`src/rtl/orb_reader.sv`:
```
// Read side of the orbital frame RAM: fetches one 12-bit word per request and
// shifts it out MSB-first with a framing strobe; slot 31 carries a packet marker.
module orb_reader #(
    parameter int NPACK  = 64,
    parameter int BITDIV = 4
) (
    input  logic        clk_i,
    input  logic        rst_ni,
    input  logic        req_word_i,
    input  logic        sw_i,
    input  logic [11:0] rd_data_i,
    output logic [10:0] rd_addr_o,
    output logic        re_o,
    output logic        s_dat_o,
    output logic        s_strb_o,
    output logic        busy_o,
    output logic        ovr_o,
    output logic        test_o
);
    // state | meaning
    // IDLE  | waiting for a word request
    // FETCH | RAM read in flight (two clocks)
    // SHIFT | word being serialised, BITDIV clocks per bit
    typedef enum logic [1:0] {IDLE, FETCH, SHIFT} state_t;

    localparam logic [10:0] PTR_LAST = 11'(NPACK * 32 - 1);
    localparam int          DW       = $clog2(BITDIV);
    localparam logic [DW-1:0] DIV_LOAD = DW'(BITDIV - 1);

    logic [1:0]    req_sync_q, sw_sync_q;
    logic          req_prev_q, old_sw_q;

    state_t        state_q, state_d;
    logic [10:0]   rd_ptr_q, rd_ptr_d;
    logic [10:0]   rd_addr_q, rd_addr_d;
    logic          re_q, re_d;
    logic          s_dat_q, s_dat_d;
    logic          s_strb_q, s_strb_d;
    logic          ovr_q, ovr_d;
    logic          test_q, test_d;
    logic [11:0]   shreg_q, shreg_d;
    logic [3:0]    bit_q, bit_d;
    logic [DW-1:0] div_q, div_d;
    logic          fetch_q, fetch_d;

    logic          req_edge, sw_chg;
    logic [11:0]   word;

    always_ff @(posedge clk_i or negedge rst_ni) begin
        if (!rst_ni) begin
            req_sync_q <= '0;
            sw_sync_q  <= '0;
            req_prev_q <= 1'b0;
            old_sw_q   <= 1'b0;
        end else begin
            req_sync_q <= {req_sync_q[0], req_word_i};
            sw_sync_q  <= {sw_sync_q[0], sw_i};
            req_prev_q <= req_sync_q[1];
            old_sw_q   <= sw_sync_q[1];
        end
    end

    assign req_edge = req_sync_q[1] & ~req_prev_q;
    assign sw_chg   = sw_sync_q[1] ^ old_sw_q;
    // Bit 11 set marks the unused slot 31; packer data never sets it.
    assign word     = (rd_ptr_q[4:0] == 5'd31) ? {1'b1, 5'd0, rd_ptr_q[10:5]} : rd_data_i;

    always_ff @(posedge clk_i or negedge rst_ni) begin
        if (!rst_ni) begin
            state_q   <= IDLE;
            rd_ptr_q  <= '0;
            rd_addr_q <= '0;
            re_q      <= 1'b0;
            s_dat_q   <= 1'b0;
            s_strb_q  <= 1'b0;
            ovr_q     <= 1'b0;
            test_q    <= 1'b0;
            shreg_q   <= '0;
            bit_q     <= '0;
            div_q     <= '0;
            fetch_q   <= 1'b0;
        end else begin
            state_q   <= state_d;
            rd_ptr_q  <= rd_ptr_d;
            rd_addr_q <= rd_addr_d;
            re_q      <= re_d;
            s_dat_q   <= s_dat_d;
            s_strb_q  <= s_strb_d;
            ovr_q     <= ovr_d;
            test_q    <= test_d;
            shreg_q   <= shreg_d;
            bit_q     <= bit_d;
            div_q     <= div_d;
            fetch_q   <= fetch_d;
        end
    end

    always_comb begin
        state_d   = state_q;
        rd_ptr_d  = rd_ptr_q;
        rd_addr_d = rd_addr_q;
        re_d      = 1'b0;
        s_dat_d   = s_dat_q;
        s_strb_d  = s_strb_q;
        ovr_d     = ovr_q;
        test_d    = 1'b0;
        shreg_d   = shreg_q;
        bit_d     = bit_q;
        div_d     = div_q;
        fetch_d   = fetch_q;

        if (sw_chg) begin
            state_d  = IDLE;
            rd_ptr_d = '0;
            s_strb_d = 1'b0;
            s_dat_d  = 1'b0;
            ovr_d    = 1'b0;
            test_d   = 1'b1;
        end else begin
            case (state_q)
                IDLE: begin
                    if (req_edge) begin
                        rd_addr_d = rd_ptr_q;
                        re_d      = 1'b1;
                        fetch_d   = 1'b0;
                        state_d   = FETCH;
                    end
                end
                FETCH: begin
                    if (req_edge) ovr_d = 1'b1;
                    if (fetch_q) begin
                        shreg_d  = word;
                        s_strb_d = 1'b1;
                        s_dat_d  = word[11];
                        rd_ptr_d = (rd_ptr_q == PTR_LAST) ? 11'd0 : rd_ptr_q + 11'd1;
                        bit_d    = 4'd11;
                        div_d    = DIV_LOAD;
                        state_d  = SHIFT;
                    end else begin
                        fetch_d = 1'b1;
                    end
                end
                SHIFT: begin
                    if (div_q != '0) begin
                        div_d = div_q - 1'b1;
                        if (req_edge) ovr_d = 1'b1;
                    end else if (bit_q != 4'd0) begin
                        bit_d   = bit_q - 4'd1;
                        div_d   = DIV_LOAD;
                        shreg_d = shreg_q << 1;
                        s_dat_d = shreg_q[10];
                        if (req_edge) ovr_d = 1'b1;
                    end else begin
                        // Last clock of bit 0: a request landing here is on time.
                        s_strb_d = 1'b0;
                        s_dat_d  = 1'b0;
                        state_d  = IDLE;
                        if (req_edge) begin
                            rd_addr_d = rd_ptr_q;
                            re_d      = 1'b1;
                            fetch_d   = 1'b0;
                            state_d   = FETCH;
                        end
                    end
                end
                default: state_d = IDLE;
            endcase
        end
    end

    assign rd_addr_o = rd_addr_q;
    assign re_o      = re_q;
    assign s_dat_o   = s_dat_q;
    assign s_strb_o  = s_strb_q;
    assign busy_o    = (state_q != IDLE);
    assign ovr_o     = ovr_q;
    assign test_o    = test_q;
endmodule

```
`config.mk`:
```
export PLATFORM = sky130hd
export DESIGN_NAME = orb_reader
export DESIGN_NICKNAME = d
export VERILOG_FILES = /design/src/rtl/orb_reader.sv
export SDC_FILE = /design/constraint.sdc
export NUM_CORES = 1
export LEC_CHECK = 0
export CAP_MARGIN = 30
export CORE_UTILIZATION = 35
export CTS_CLUSTER_SIZE = 14
export DETAILED_ROUTE_END_ITERATION = 8
export PLACE_DENSITY = 0.67
export SLEW_MARGIN = 20
export SYNTH_ARGS = -nofsm -noshare
export SYNTH_HDL_FRONTEND = slang
export SYNTH_SLANG_ARGS = --single-unit
```
`constraint.sdc`:
```
create_clock -name clk_i -period 3.6 [get_ports clk_i]
set_input_delay 0.36 -clock clk_i [delete_from_list [all_inputs] [get_ports clk_i]]
set_output_delay 0.36 -clock clk_i [all_outputs]
set_load 0.05 [all_outputs]
```
# After elaboration in Yosys (flattened, before gate mapping)
# Index checks and enable logic that the tools add are counted.
word_totals:
  out_inout_bits: 17
  reg_bits: 53
  wordCells: 109
op_classes:
  mux: 53
  n_addsub: 3
  reduce_logical: 19
  bitwise_logic: 4
  n_eq_ne: 14
op_table:
  columns: ["op", "count"]
  rows:
  - ["11-bit 2-to-1 mux", 10]
  - ["11-bit one-hot mux with 2 select lines", 2]
  - ["1-bit 2-to-1 mux", 21]
  - ["4-bit AND reduction", 5]
  - ["2-bit 2-to-1 mux", 8]
  - ["3-bit != test (second input constant)", 5]
  - ["12-bit 2-to-1 mux", 1]
  - ["4-bit 2-to-1 mux", 3]
  - ["2-bit nonzero test", 6]
  - ["11-bit by 1-bit adder with 11-bit output (second input constant)", 1]
  - ["11-bit equality test (second input constant)", 1]
  - ["2-bit != test (second input constant)", 4]
  - ["1-bit one-hot mux with 2 select lines", 4]
  - ["4-bit one-hot mux with 2 select lines", 1]
  - ["2-bit one-hot mux with 3 select lines", 1]
  - ["3-bit nonzero test", 2]
  - ["5-bit equality test (second input constant)", 1]
  - ["5-bit AND reduction", 1]
  - ["4-bit != test (second input constant)", 1]
  - ["2-bit one-hot mux with 2 select lines", 1]
  - ["2-bit AND reduction", 2]
  - ["4-bit nonzero test", 1]
  - ["4-bit by 1-bit subtractor with 4-bit output (second input constant)", 1]
  - ["1-bit one-hot mux with 3 select lines", 1]
  - ["other kinds (8)", 9]

# Longest topological paths before layout
# Gate-level depths: netlist of the first run.
logic_depth:
  ltp_word: 7
  depth_mapped: 8

# Worst setup path after synthesis of the first run
# No wires, ideal clock.
synth_path:
  path_type: "flip-flop to flip-flop"
  start: "register rd_ptr_q[0]"
  end: "register shreg_q[3]"
  path_slack_ns: 1.658
  required_time_ns: 3.475
  setup_ns: 0.125
  synth_period_minus_slack_ns: 1.942
  path_stages_with_launch: 8
  t_arrival_ns: 1.817
  n_path_buf: 1
  path_cell_list: "dfrtp_1 ha_1 and3_1 ha_1 buf_1 mux2i_1 o21ai_0 mux2_2"
synth_between:
  elab_chain_len: 4
synth_lines:
  columns: ["element", "line", "source"]
  rows:
  - ["start: declaration", "34", "logic [10:0] rd_ptr_q, rd_ptr_d;"]
  - ["start signal: assignment", "84", "rd_ptr_q <= rd_ptr_d;"]
  - ["5-bit equality test", "66", "assign word = (rd_ptr_q[4:0] == 5'd31) ? {1'b1, 5'd0, rd_ptr_q[10:5]} : rd_data_i;"]
  - ["12-bit 2-to-1 mux", "66", null]
  - ["11-bit 2-to-1 mux", "131", "if (fetch_q) begin"]
  - ["11-bit one-hot mux with 2 select lines", "120", "case (state_q)"]
  - ["end signal: assignment", "91", "shreg_q <= shreg_d;"]
  - ["end: declaration", "41", "logic [11:0] shreg_q, shreg_d;"]
# Every way passes these cells. The select of a mux whose other input is x is not followed.
# A chain may end at the register's enable or synchronous reset.

# Final worst setup path of the first run
layout_path:
  start: "register state_q[1]"
  end: "register shreg_q[5]"
layout_between:
  elab_chain_len: 3
  elab_cells_between_ends: 8
layout_lines:
  columns: ["element", "line", "source"]
  rows:
  - ["start: declaration", "33", "state_t state_q, state_d;"]
  - ["start signal: assignment", "83", "state_q <= state_d;"]
  - ["2-bit equality test or 2-bit by 1-bit equality test with 1-bit output (tied branches)", "120", null]
  - ["2-bit != test (no source line) or 2-bit nonzero test (tied branches)", null, null]
  - ["5-bit AND reduction (no source line)", null, null]
# Several ways; a longest one is shown, not always the timed one.

==> results of run 1 <==
## cell type report
| type | instances | area (um^2) | share of cell area, % |
|---|---|---|---|
| sequential | 53 | 1330 | 43.2 |
| multi-input combinational | 153 | 1160 | 37.7 |
| timing repair buffer | 36 | 345 | 11.2 |
| tap | 96 | 120 | 3.91 |
| clock buffer | 7 | 76.3 | 2.49 |
| inverter | 10 | 37.5 | 1.22 |
| clock inverter | 1 | 7.51 | 0.244 |
## power groups by stage
stage          sequential [mW]  combinational [mW]  clock (mW)
2_1_floorplan            0.827               0.332           0
3_3_place_gp             0.793               0.506           0
3_5_place_dp             0.797               0.520           0
4_1_cts                  0.785               0.522       0.347
5_1_grt                  0.801               0.572       0.372
6_report                 0.786               0.520       0.339
## per-stage QoR
step,worst slack (ns),std cells
final,1.14,356
after global placement,1.26,348
after global routing,1.01,356
after detailed placement,1.16,348
after floorplan,1.66,224
after CTS,1.15,356
## placed cells by master (no fill, tap or decap), drive strengths merged, types with 5 or more instances in the layout
| master | n |
|---|---|
| inv | 9 |
| nor2 | 12 |
| a21oi | 7 |
| dfrtp | 53 |
| mux2i | 8 |
| buf | 5 |
| a221o | 5 |
| xnor2 | 8 |
| nand3 | 7 |
| clkdlybuf4s50 | 31 |
| ha | 10 |
| o21ai | 15 |
| clkbuf | 7 |
| nor4b | 5 |
| nand2 | 15 |
| mux2 | 20 |
## sequential cells by signal, indices dropped and copies added (netlist names)
register    cells
fetch_q         1
rd_ptr_q       11
re_o            1
test_o          1
s_dat_o         1
s_strb_o        1
sw_sync_q       2
req_prev_q      1
shreg_q        11
rd_addr_o      11
state_q         2
old_sw_q        1
req_sync_q      2
bit_q           4
ovr_o           1
div_q           2
## logic make-up (layout without fill, tap and decap cells)
logic type / count (synthesis) / after routing / share of synthesized area, %
compound gates: 43 / 43 / 11.2
simple gates: 64 / 64 / 14.3
buf+inv: 18 / 54 / 2.70
mux: 28 / 28 / 12.0
xor+xnor: 8 / 8 / 3.04
fa+ha+maj: 10 / 10 / 4.90
flops: 53 / 53 / 52.0
## metal layers
metal	routed length (um)	share of wire (%)	up-vias
met5	0	0	-
met4	73	1.4	0
met3	148	2.9	7
met2	2320	45	35
met1	2600	51	901
li1	-	-	878
## final timing paths
path	to	slack (ns)	cells past startpoint
max in group asynchronous	shreg_q[10]$_DFFE_PN0P_	2.81	2
worst min-delay path	ovr_o$_DFFE_PN0P_	-0.001	1
worst min register to register	req_sync_q[1]$_DFF_PN0_	0.36	0
worst max-delay path	shreg_q[5]$_DFFE_PN0P_	1.14	6
min in group clk_i	req_sync_q[1]$_DFF_PN0_	0.36	0
worst max register to register	shreg_q[5]$_DFFE_PN0P_	1.14	6
==> metrics.txt, run 1 <==
# TYPE chip_impl_metric gauge
chip_impl_info{name="outcome",value="complete, but fails checks"} 1
chip_impl_info{name="violations",value="hold timing"} 1
chip_impl_metric{name="wl_cell",unit="um"} 14.5
chip_impl_metric{name="final.min_clock_period",unit="ns"} 2.46
chip_impl_metric{name="cts.clk_slew.worst_paths",unit="ns"} 0.10
chip_impl_metric{name="average_via_count_per_standard_cell",unit=""} 5.12
chip_impl_metric{name="synth.avg_cell_area",unit="um^2"} 11.4
chip_impl_info{name="yosysMostFrequentCell",value="sky130_fd_sc_hd__dfrtp_1"} 1
chip_impl_metric{name="final_max_slew_viol_count",unit=""} 0
chip_impl_info{name="critical_path_s_top_delay_family",value="simple AND/OR/NAND/NOR gates"} 1
chip_impl_metric{name="total_power_consumption",unit="mW"} 1.65
chip_impl_metric{name="finalHoldViolations",unit=""} 3
chip_impl_metric{name="setup-violations-final",unit=""} 0
chip_impl_metric{name="drc",unit=""} 0
chip_impl_metric{name="cellPowerDensity",unit="nW/um^2"} 536
chip_impl_info{name="tritoncts",value="built"} 1
chip_impl_metric{name="grtUsageMet2",unit="%"} 22.5
chip_impl_metric{name="clock_skew",unit="ns"} 0.00806
chip_impl_metric{name="number_of_routed_nets_with_antenna_violations",unit=""} 0
chip_impl_metric{name="mappedNetlistArea",unit="um^2"} 2550
chip_impl_metric{name="gate_count_post_synth",unit=""} 224
chip_impl_metric{name="layout-drive-gt1-share",unit="%"} 14.2
chip_impl_metric{name="cts_made_buffers",unit=""} 5
chip_impl_metric{name="grt.overflow.total",unit=""} 0
chip_impl_info{name="hp-class",value="input port to asynchronous set/reset pin"} 1
chip_impl_metric{name="initial_core_utilization",unit="%"} 37.0
chip_impl_metric{name="max_frequency",unit="MHz"} 406
chip_impl_info{name="crit_path_start",value="state_q[1]$_DFFE_PN0P_"} 1
chip_impl_metric{name="total_leakage_power",unit="nW"} 1.30
chip_impl_metric{name="first_iter_violations",unit=""} 116
chip_impl_metric{name="power_share_of_the_clock_group",unit="%"} 20.6
chip_impl_metric{name="routed_wirelength",unit="um"} 5150
chip_impl_metric{name="power.switching_fraction",unit="%"} 34.8
chip_impl_metric{name="layout.nets",unit=""} 285
chip_impl_metric{name="antenna_found_initial",unit=""} 0
chip_impl_metric{name="synth.net_count",unit=""} 250
chip_impl_metric{name="crit_required",unit="ns"} 3.80
chip_impl_metric{name="critical_path.n_buffers_inverters",unit=""} 1
chip_impl_info{name="end_kind",value="flip-flop"} 1
chip_impl_metric{name="cts-resized-gates",unit=""} 0
chip_impl_metric{name="global_route_wire_length_before_repair",unit="um"} 8750
chip_impl_info{name="cp_cell_sequence",value="inv_1 > ha_1 > nand2b_1 > nand4_1 > a21oi_1 > mux2_2"} 1
chip_impl_info{name="synth_top_cell_by_area",value="sky130_fd_sc_hd__dfrtp_1"} 1
chip_impl_metric{name="final_core_utilization",unit="%"} 44.5
chip_impl_metric{name="fp.dieArea",unit="um^2"} 7640
chip_impl_metric{name="clkSinkCount",unit=""} 53
chip_impl_metric{name="power.internal",unit="mW"} 1.07
chip_impl_metric{name="ys_warn_count",unit=""} 0
chip_impl_metric{name="first_global_vias",unit=""} 1829
chip_impl_metric{name="post_synth_num_cell_types",unit=""} 44
chip_impl_metric{name="ctsHtreeMaxLevel",unit=""} 2
chip_impl_metric{name="post_cts_buffers",unit=""} 0
chip_impl_metric{name="largest_net_degree_at_the_start_of_global_routing",unit=""} 33
chip_impl_metric{name="maxSlewHeadroom",unit="%"} 58.1
chip_impl_metric{name="postPlaceCellArea",unit="um^2"} 2990
chip_impl_metric{name="power_frac_comb",unit="%"} 31.6
chip_impl_info{name="worstReg2RegStart",value="state_q[1]$_DFFE_PN0P_"} 1
chip_impl_metric{name="gr-usage-all-layers",unit="%"} 15.0
chip_impl_metric{name="worstSkewPairLatency",unit="ns"} 0.32
chip_impl_metric{name="gp_congestion",unit=""} 0.818
chip_impl_metric{name="io-pin-count",unit=""} 33
chip_impl_metric{name="core_region_area",unit="um^2"} 6910
chip_impl_metric{name="sw_pwr",unit="mW"} 0.572
chip_impl_metric{name="detailroute.via_count",unit=""} 1821
chip_impl_metric{name="synth_top_cell_area_share",unit="%"} 52.0
chip_impl_metric{name="finalCritPeriodShare",unit="%"} 68.4
chip_impl_metric{name="cts_hold_buffers",unit=""} 0
chip_impl_metric{name="synth_seq_cells",unit=""} 53
chip_impl_metric{name="synth.yosys.seq_area_share",unit="%"} 52.0
chip_impl_metric{name="place.detailed.hpwl",unit="um"} 3650
chip_impl_metric{name="grt.met3_usage",unit="%"} 2.84
chip_impl_metric{name="area_growth_syn_to_layout",unit="%"} 20.3
chip_impl_metric{name="row_count",unit=""} 30
chip_impl_metric{name="die_x",unit="um"} 87.4
chip_impl_info{name="yosys_most_used_dff",value="sky130_fd_sc_hd__dfrtp_1"} 1
chip_impl_info{name="setup.worst_path.start_class",value="flip-flop"} 1
chip_impl_info{name="cells_taking_the_most_area_after_synthesis",value="sky130_fd_sc_hd__dfrtp_1 (52%), sky130_fd_sc_hd__mux2_2 (8.8%), sky130_fd_sc_hd__ha_1 (4.9%)"} 1
chip_impl_info{name="critPathSlowestCell",value="sky130_fd_sc_hd__a21oi_1"} 1
chip_impl_metric{name="worst-slew-pin-transition",unit="ns"} 0.629
chip_impl_info{name="worst-setup-path-type",value="flip-flop to flip-flop"} 1
chip_impl_info{name="synth_common_cells",value="sky130_fd_sc_hd__dfrtp_1 (53), sky130_fd_sc_hd__mux2_2 (20), sky130_fd_sc_hd__nand2_1 (15)"} 1
chip_impl_metric{name="maxCapViolCount",unit=""} 0
chip_impl_metric{name="final.setup.tns",unit="ns"} 0
chip_impl_metric{name="drt_pre_antenna_iters",unit=""} 5
chip_impl_metric{name="final_cell_area",unit="um^2"} 3070
chip_impl_metric{name="seq_power_share",unit="%"} 47.8
chip_impl_info{name="rsz0062_at_grt",value="no"} 1
chip_impl_info{name="grt.busiest_layer",value="met2"} 1
chip_impl_metric{name="grtUsageMet1",unit="%"} 21.2
chip_impl_metric{name="nFillCells",unit=""} 678
chip_impl_metric{name="irDropWorstVdd",unit="V"} 0.000187
chip_impl_metric{name="synthArstFlopShare",unit="%"} 100
chip_impl_metric{name="synth_edf_count",unit=""} 0
chip_impl_metric{name="cts_buffer_depth",unit=""} 2
chip_impl_metric{name="hold-worst-slack",unit="ns"} -0.00146
chip_impl_metric{name="arrival_worst_endpoint",unit="ns"} 2.66
chip_impl_metric{name="highest_cell_delay_on_the_worst_timing_path",unit="ns"} 0.57
chip_impl_metric{name="path_max_fanout",unit=""} 13
chip_impl_metric{name="io_buffers",unit=""} 32
chip_impl_metric{name="die_height",unit="um"} 87.4
chip_impl_info{name="cts_root_buf",value="sky130_fd_sc_hd__clkbuf_8"} 1
chip_impl_metric{name="diodes",unit=""} 0
Note: power is estimated with default switching activity, not from simulation.
==> run 2: changes to the inputs <==
Clock period 3.6 ns to 2.3 ns, I/O delays scaled along.
==> run 2 against run 1 <==
The flow now finishes without violations; cell count grew 1.4%; sequential share of layout area shrank 1.1 points; first-iteration DRC count shrank 31%.
==> metrics.txt, run 2 (synthesis gave the netlist of run 1 again) <==
# TYPE chip_impl_metric gauge
chip_impl_info{name="outcome",value="complete, no violations"} 1
chip_impl_metric{name="total_power_consumption",unit="mW"} 2.71
chip_impl_metric{name="global_route_wire_length_before_repair",unit="um"} 8410
chip_impl_metric{name="drt_pre_antenna_iters",unit=""} 4
chip_impl_metric{name="hold_depth",unit=""} 1
chip_impl_metric{name="irDropWorstVdd",unit="V"} 0.000377
chip_impl_metric{name="gr-usage-all-layers",unit="%"} 14.4
chip_impl_metric{name="first_global_vias",unit=""} 1750
chip_impl_metric{name="die_x",unit="um"} 87.4
chip_impl_metric{name="average_via_count_per_standard_cell",unit=""} 4.98
chip_impl_info{name="worstReg2RegStart",value="rd_ptr_q[0]$_DFFE_PN0P_"} 1
chip_impl_metric{name="post_cts_buffers",unit=""} 0
chip_impl_metric{name="number_of_routed_nets_with_antenna_violations",unit=""} 0
chip_impl_metric{name="row_count",unit=""} 30
chip_impl_metric{name="maxSlewHeadroom",unit="%"} 60.5
chip_impl_metric{name="clkSinkCount",unit=""} 53
chip_impl_metric{name="power_frac_comb",unit="%"} 30.5
chip_impl_metric{name="cts.clk_slew.worst_paths",unit="ns"} 0.09
chip_impl_metric{name="cts_buffer_depth",unit=""} 2
chip_impl_metric{name="layout-drive-gt1-share",unit="%"} 16.2
chip_impl_metric{name="cellPowerDensity",unit="nW/um^2"} 860
chip_impl_metric{name="area_growth_syn_to_layout",unit="%"} 23.4
chip_impl_info{name="hp-class",value="input port to flip-flop"} 1
chip_impl_info{name="worstHoldStart",value="req_word_i"} 1
chip_impl_metric{name="ctsHtreeMaxLevel",unit=""} 2
chip_impl_metric{name="drc",unit=""} 0
chip_impl_metric{name="power_share_of_the_clock_group",unit="%"} 24.0
chip_impl_metric{name="gp_congestion",unit=""} 0.797
chip_impl_info{name="setup.worst_path.start_class",value="flip-flop"} 1
chip_impl_info{name="crit-reg2reg-capture",value="shreg_q[5]$_DFFE_PN0P_"} 1
chip_impl_metric{name="crit_required",unit="ns"} 2.49
chip_impl_metric{name="total_leakage_power",unit="nW"} 1.36
chip_impl_metric{name="sw_pwr",unit="mW"} 0.873
chip_impl_metric{name="worstSkewPairLatency",unit="ns"} 0.30
chip_impl_metric{name="cts_made_buffers",unit=""} 5
chip_impl_metric{name="grt.overflow.total",unit=""} 0
chip_impl_metric{name="die_height",unit="um"} 87.4
chip_impl_info{name="commonest_cells_after_routing_fill_and_taps_aside",value="sky130_fd_sc_hd__dfrtp_1 (53), sky130_fd_sc_hd__clkdlybuf4s50_1 (30), sky130_fd_sc_hd__mux2_2 (20)"} 1
chip_impl_metric{name="routed_wirelength",unit="um"} 5200
chip_impl_metric{name="first_iter_violations",unit=""} 80
chip_impl_metric{name="final_max_slew_viol_count",unit=""} 0
chip_impl_metric{name="place.detailed.hpwl",unit="um"} 3740
chip_impl_metric{name="fp.dieArea",unit="um^2"} 7640
chip_impl_info{name="tritoncts",value="built"} 1
chip_impl_metric{name="setup-violations-final",unit=""} 0
chip_impl_info{name="cts_root_buf",value="sky130_fd_sc_hd__clkbuf_8"} 1
chip_impl_info{name="rsz0062_at_grt",value="no"} 1
chip_impl_metric{name="final.setup.tns",unit="ns"} 0
chip_impl_info{name="end_kind",value="flip-flop"} 1
chip_impl_metric{name="wl_cell",unit="um"} 14.4
chip_impl_metric{name="power.switching_fraction",unit="%"} 32.2
chip_impl_metric{name="timing.reg2reg.setup_slack",unit="ns"} 0.20
chip_impl_metric{name="nFillCells",unit=""} 663
chip_impl_metric{name="seq_power_share",unit="%"} 45.5
chip_impl_metric{name="finalHoldViolations",unit=""} 0
chip_impl_info{name="worst-setup-path-type",value="flip-flop to flip-flop"} 1
chip_impl_metric{name="diodes",unit=""} 0
chip_impl_metric{name="finalCritPeriodShare",unit="%"} 91.5
chip_impl_info{name="most_frequent_standard_cell_in_the_layout_excluding_fill_and_tap_cells",value="sky130_fd_sc_hd__dfrtp_1"} 1
chip_impl_metric{name="io_buffers",unit=""} 32
chip_impl_metric{name="layout.nets",unit=""} 290
chip_impl_metric{name="initial_core_utilization",unit="%"} 37.0
chip_impl_metric{name="core_region_area",unit="um^2"} 6910
chip_impl_metric{name="clock_skew",unit="ns"} 0.00577
chip_impl_metric{name="largest_net_degree_at_the_start_of_global_routing",unit=""} 25
chip_impl_metric{name="final.min_clock_period",unit="ns"} 2.10
chip_impl_info{name="min_to",value="req_sync_q[0]$_DFF_PN0_"} 1
chip_impl_metric{name="arrival_worst_endpoint",unit="ns"} 2.29
chip_impl_metric{name="path_max_fanout",unit=""} 12
chip_impl_metric{name="io-pin-count",unit=""} 33
chip_impl_metric{name="max_frequency",unit="MHz"} 475
chip_impl_metric{name="maxCapViolCount",unit=""} 0
chip_impl_metric{name="antenna_found_initial",unit=""} 0
chip_impl_metric{name="worst-slew-pin-transition",unit="ns"} 0.592
chip_impl_metric{name="rr_worst_depth",unit=""} 6
chip_impl_metric{name="detailroute.via_count",unit=""} 1798
chip_impl_metric{name="power.internal",unit="mW"} 1.83
run 2: cell count changes in the layout (fill, tap and decap cells not counted):
cell                              before  now
sky130_fd_sc_hd__buf_4                 4    8
sky130_fd_sc_hd__bufinv_16             0    1
sky130_fd_sc_hd__clkbuf_1              2    0
sky130_fd_sc_hd__clkbuf_8              5    6
sky130_fd_sc_hd__clkdlybuf4s50_1      31   30
sky130_fd_sc_hd__dlygate4sd3_1         0    1
sky130_fd_sc_hd__dlymetal6s2s_1        0    1
run 2: area by class of cell:
type                            count  area, um^2  area share (%)
Clock buffer                        6        82.6            2.62
Clock inverter                      2        37.5            1.19
Inverter                           10        37.5            1.19
Multi-Input combinational cell    153        1160            36.8
Sequential cell                    53        1330            42.1
Tap cell                           96         120            3.81
Timing Repair Buffer               41         388            12.3
run 2: worst max path at each step:
| stage | from | end | cells after the start |
|---|---|---|---|
| 6_report | rd_ptr_q[0]$_DFFE_PN0P_ | shreg_q[5]$_DFFE_PN0P_ | 6 |
| 5_1_grt | bit_q[0]$_DFFE_PN0P_ | rd_addr_o[3]$_DFFE_PN0P_ | 7 |
| 4_1_cts | state_q[0]$_DFFE_PN0P_ | busy_o | 4 |
| 3_5_place_dp | bit_q[0]$_DFFE_PN0P_ | rd_addr_o[3]$_DFFE_PN0P_ | 7 |
| 3_3_place_gp | bit_q[0]$_DFFE_PN0P_ | rd_addr_o[0]$_DFFE_PN0P_ | 7 |
| 2_1_floorplan | rd_ptr_q[0]$_DFFE_PN0P_ | shreg_q[3]$_DFFE_PN0P_ | 7 |
run 2: metrics by stage:
step,setup WS [ns],instances,cell area (um^2),util [%],hold WS (ns)
final,0.196,361,3150,45.6,0.362
after detailed placement,0.166,352,3020,43.7,0.193
after global placement,0.200,352,3020,43.7,0.185
after floorplan,0.358,224,2550,-,-0.0656
after global routing,0.0242,361,3150,45.6,0.348
after CTS,0.0707,361,3150,45.6,0.354
run 2: layer usage:
metal	wire (um)	GRT usage (%)
met1	2580	20.5
met2	2390	21.8
met3	182	3.22
met4	51	4.47
met5	0	0
run 2: timing repair:
item / 4_1_cts / 5_1_grt
endpoints found under the hold margin: 15 / 0
hold buffers: 1 / 0
setup endpoints to repair: 0 / 1
resized for setup: 0 / 1
run 2: power groups by stage:
stage	Clock (mW)	Sequential, mW	Combinational, mW
global route	0.712	1.25	0.913
finish	0.650	1.23	0.826
floorplan	0	1.29	0.519
global placement	0	1.25	0.810
detailed placement	0	1.25	0.827
CTS	0.673	1.23	0.832
run 2: critical path: stages (launching register included):
cell and delay, ns:
sky130_fd_sc_hd__dfrtp_1 0.46, sky130_fd_sc_hd__ha_1 0.23, sky130_fd_sc_hd__and3_1 0.17, sky130_fd_sc_hd__ha_1 0.53, sky130_fd_sc_hd__mux2i_1 0.25, sky130_fd_sc_hd__o21ai_0 0.09, sky130_fd_sc_hd__mux2_2 0.27
